[config.mk]
export PLATFORM = sky130hd
export DESIGN_NAME = iiitb_sd_prog
export DESIGN_NICKNAME = d
export VERILOG_FILES = /design/src/rtl/iiitb_sd_prog.sv
export SDC_FILE = /design/constraint.sdc
export NUM_CORES = 1
export LEC_CHECK = 0
export BUFFER_PORTS_ARGS = -buffer_cell sky130_fd_sc_hd__clkbuf_2
export CAP_MARGIN = 20
export CELL_PAD_IN_SITES_DETAIL_PLACEMENT = 1
export CELL_PAD_IN_SITES_GLOBAL_PLACEMENT = 2
export CORE_MARGIN = 10
export CORE_UTILIZATION = 31
export CTS_CLUSTER_DIAMETER = 50
export DETAILED_ROUTE_END_ITERATION = 10
export GPL_TIMING_DRIVEN = 0
export PLACE_DENSITY_LB_ADDON = 0.15
export SLEW_MARGIN = 0
export SYNTH_ARGS = -nofsm -noshare
export SYNTH_HDL_FRONTEND = slang
export SYNTH_SLANG_ARGS = --single-unit
[constraint.sdc]
create_clock -name clk -period 3.7 [get_ports clk]
set_input_delay 0.555 -clock clk [delete_from_list [all_inputs] [get_ports clk]]
set_output_delay 0.555 -clock clk [all_outputs]
set_load 0.005 [all_outputs]
[src/rtl/iiitb_sd_prog.sv]
// Programmable serial pattern detector with IDLE/ARMED control, overlapping or non-overlapping detection.
// Optional saturating match counter enabled by defining IIITB_SD_CNT_EN.
module iiitb_sd_prog #(
  parameter int PAT_W = 4,
  parameter int CNT_W = 8
) (
  input  logic             clk,
  input  logic             reset,
  input  logic             din,
  input  logic             din_valid,
  input  logic             pat_load,
  input  logic [PAT_W-1:0] pat_in,
  input  logic             overlap,
  output logic             armed,
  output logic             dout,
  output logic [CNT_W-1:0] match_cnt
);

  localparam int FILL_W = $clog2(PAT_W + 1);
  localparam logic [FILL_W-1:0] FILL_FULL = FILL_W'(PAT_W);

  typedef enum logic {
    IDLE  = 1'b0,
    ARMED = 1'b1
  } state_t;

  state_t           state, state_nxt;
  logic [PAT_W-1:0] pattern, pattern_nxt;
  logic [PAT_W-1:0] history, history_nxt, hist_shift;
  logic [FILL_W-1:0] fill, fill_nxt, fill_sat;
  logic             dout_nxt;
  logic             match;

  function automatic logic [FILL_W-1:0] fill_inc(input logic [FILL_W-1:0] f);
    return (f == FILL_FULL) ? f : f + FILL_W'(1);
  endfunction

  // Load has priority over sampling; a match clears fill only in non-overlapping mode.
  always_comb begin
    state_nxt   = state;
    pattern_nxt = pattern;
    history_nxt = history;
    fill_nxt    = fill;
    dout_nxt    = 1'b0;
    match       = 1'b0;
    hist_shift  = {history[PAT_W-2:0], din};
    fill_sat    = fill_inc(fill);
    if (pat_load) begin
      state_nxt   = ARMED;
      pattern_nxt = pat_in;
      history_nxt = '0;
      fill_nxt    = '0;
    end else if (state == ARMED && din_valid) begin
      history_nxt = hist_shift;
      match       = (fill_sat == FILL_FULL) && (hist_shift == pattern);
      fill_nxt    = (match && !overlap) ? '0 : fill_sat;
      dout_nxt    = match;
    end
  end

  always_ff @(posedge clk or negedge reset) begin
    if (!reset) begin
      state   <= IDLE;
      pattern <= '0;
      history <= '0;
      fill    <= '0;
      dout    <= 1'b0;
    end else begin
      state   <= state_nxt;
      pattern <= pattern_nxt;
      history <= history_nxt;
      fill    <= fill_nxt;
      dout    <= dout_nxt;
    end
  end

  assign armed = (state == ARMED);

`ifdef IIITB_SD_CNT_EN
  logic [CNT_W-1:0] cnt;

  function automatic logic [CNT_W-1:0] cnt_inc(input logic [CNT_W-1:0] c);
    return (c == {CNT_W{1'b1}}) ? c : c + CNT_W'(1);
  endfunction

  always_ff @(posedge clk or negedge reset) begin
    if (!reset) begin
      cnt <= '0;
    end else if (pat_load) begin
      cnt <= '0;
    end else if (match) begin
      cnt <= cnt_inc(cnt);
    end
  end

  assign match_cnt = cnt;
`else
  assign match_cnt = '0;
`endif

endmodule

==> results.yml <==
global_routing:
  grt_pass1_wl_um: 2540
  antenna_found_initial: 0
  grt_overflow: 0
  grt_max_degree: 13
  grt_pass1_vias: 548
  grt_usage_pct: 7.61
synth:
  synth-seq-cells: 12
  netlist-cell-type-count: 20
  synth_seq_area_share_pct: 47.2
  synth_top_area_cell: "dfrtp_1"
  syn-instance-count: 64
  synth_top_area_share_pct: 47.2
  synthesis.area_sq_um: 637
  ys_warn_count: 0
  avgSynthCellArea_sq_um: 9.95
  synth_area_leaders: "dfrtp_1, buf_4, mux2_2, xnor2_1, a21oi_1"
timing:
  finalSetupViolCount: 0
  maxSlewViolCount: 0
  hold_viol: 0
  rsz0062_at_grt: "no"
  max_freq_ghz: 0.639
  whs_ns: 0.155
  finClkSkew_ns: 0.00197
  period_share_pct: 42.3
  tns_ns: 0
  layout_min_cycle_time_ns: 1.57
critical_path:
  cp_cell_sequence: "inv_1 -> ha_1 -> nand2_2 -> xnor2_1 -> or4_1 -> nor2_1"
  crit_type: "flip-flop to flip-flop"
  worstPathRequired_ns: 3.91
  worstPathArrival_ns: 1.77
  worstSetupStartpointType: "flip-flop"
  cpPeakStageDelay_ns: 0.51
  worst-path-buf-inv: 1
  cp_num_cells: 6
  critPathTopFamily: "simple AND/OR/NAND/NOR gates"
  path_max_fanout: 3
  critPathSlowestCell: "or4_1"
  worstRegToRegCells: 6
  worst_setup_path_end_kind: "flip-flop"
worst_hold_path:
  hold_class: "input port to asynchronous set/reset pin"
layout:
  final_area_sq_um: 788
  fin_nets: 99
  antenna_cells: 0
  drive_gt1_share_pct: 33.7
  layout.cells.non_filler: 113
  fillers: 263
  multi_input_area_sq_um: 292
  area.sequential_sq_um: 300
  area_delta_synth_final_pct: 23.8
  final_util_pct: 40.2
job:
  maxCapViolCount: 0
place:
  port_buffers: 11
  hpwl_um: 1130
  place_inst: 109
  dpl-instance-area_sq_um: 752
  place.gp.congestion: 0.769
run_status:
  status: "finished, final reports clean"
power:
  internal_power_uw: 223
  vdd_drop_max_v: 0.000291
  p_per_area_nw_per_um2: 376
  p_sw_uw: 73.6
  p_seq_share_pct: 48.9
  power.leakage_uw: 0.000371
  comb_power_share_pct: 15.9
  power.share.clock_pct: 35.2
  switching_share_pct: 24.8
detailed_routing:
  ant_nets: 0
  wire_per_inst_um: 12.7
  drcViolationCount: 0
  drtPass1Iterations: 3
  vias: 488
  via_per_inst: 4.32
  drt_iter0_markers: 1
  drt-total-wl_um: 1440
floorplanning:
  die-area_sq_um: 4270
  rows: 16
  die_h_um: 65.3
  io_pins: 20
  start_util_pct: 32.5
  die_w_um: 65.3
  coreArea_sq_um: 1960
clocking:
  insertion_delay_ns: 0.27
  cts_resized: 0
  h-tree-depth: 1
  cts_tree: "done"
  cts_setup_buffers: 0
  cts_sinks: 12
  cts_buffers: 3
  cts-root-buf: "clkbuf_4"
  path_clk_slew_ns: 0.08
  cts.path.max_buffers: 2
  hold_buffers: 0
path summary, 6_finish.rpt:
kind / start / endpoint / slack (ns)
setup / recovery: fill[0] / dout / 2.13
hold / removal: reset / pattern[3] / 0.15
setup reg to reg: fill[0] / dout / 2.13
hold reg to reg: pattern[1] / pattern[1] / 0.53
max in group asynchronous: reset / pattern[1] / 3.31
min in group clk: pat_in[3] / pattern[3] / 0.51
state kept, by name, indices dropped and copies added, names as in the netlist:
name     cells
fill         3
pattern      4
armed        1
dout         1
history      3
synthesized netlist by cell type, drive strengths merged:
cell type	n
nor2	4
conb	1
ha	2
dfrtp	12
inv	2
o21ai	1
xnor2	5
xor2	1
or4	2
or2	1
nand3	5
clkbuf	1
nand2	7
a21oi	5
nor3	1
nand3b	1
or3	1
buf	8
mux2	4
cells in the final DEF (no fill, tap or decap):
cell,count
a21oi_1,5
buf_4,8
clkbuf_1,1
clkbuf_2,11
clkbuf_4,3
clkbuf_8,1
conb_1,8
dfrtp_1,12
ha_1,2
inv_1,2
mux2_2,4
nand2_1,6
nand2_2,1
nand3_1,5
nand3b_1,1
nor2_1,4
nor3_1,1
o21ai_1,1
or2_2,1
or3_1,1
or4_1,2
xnor2_1,5
xor2_1,1
cell type report:
type	instances	share of cell area (%)
Buffer	9	8.10
Sequential cell	12	38.1
Multi-Input combinational cell	48	37.0
Inverter	2	0.952
Timing Repair Buffer	11	6.98
Clock buffer	4	4.60
Tap cell	27	4.29
power by group through the flow:
| stage | sequential [uW] | clock [uW] | combinational (uW) |
|---|---|---|---|
| 2_1_floorplan | 146 | 0 | 33.1 |
| 3_3_place_gp | 147 | 0 | 46.0 |
| 3_5_place_dp | 148 | 0 | 47.5 |
| 4_1_cts | 145 | 108 | 48.1 |
| 5_1_grt | 147 | 116 | 54.2 |
| 6_report | 145 | 104 | 47.2 |
through the flow:
stage,total power (uW),worst slack [ns]
detailed placement,195,2.09
CTS,302,2.12
floorplan,179,2.22
global placement,193,2.10
finish,296,2.13
global route,317,1.99
worst register-to-register path, delay by kind of cell (launching register included):
kind	cells	cell delay, ns
simple gates	3	0.66
flops	1	0.41
fa+ha+maj	1	0.20
xor+xnor	1	0.13
buf+inv	1	0.10
metal layers:
metal	routed length [um]	up-vias	GRT usage [%]
met5	0	-	0
met4	28	0	3.21
met3	115	2	3.90
met2	743	12	13.3
met1	549	234	7.41
li1	-	240	-
cells by family after synthesis:
logic type               Yosys count  synth area share (%)
AO/OA/AOI/OAI                      6                  4.71
other                              1                 0.589
flip-flops                        12                  47.2
adder cells (fa/ha/maj)            2                  3.93
XOR/XNOR                           6                  8.25
AND/OR/NAND/NOR                   22                  17.1
multiplexers                       4                  7.07
buffers and inverters             11                  11.2
Note: power is estimated with default switching activity, not from simulation.
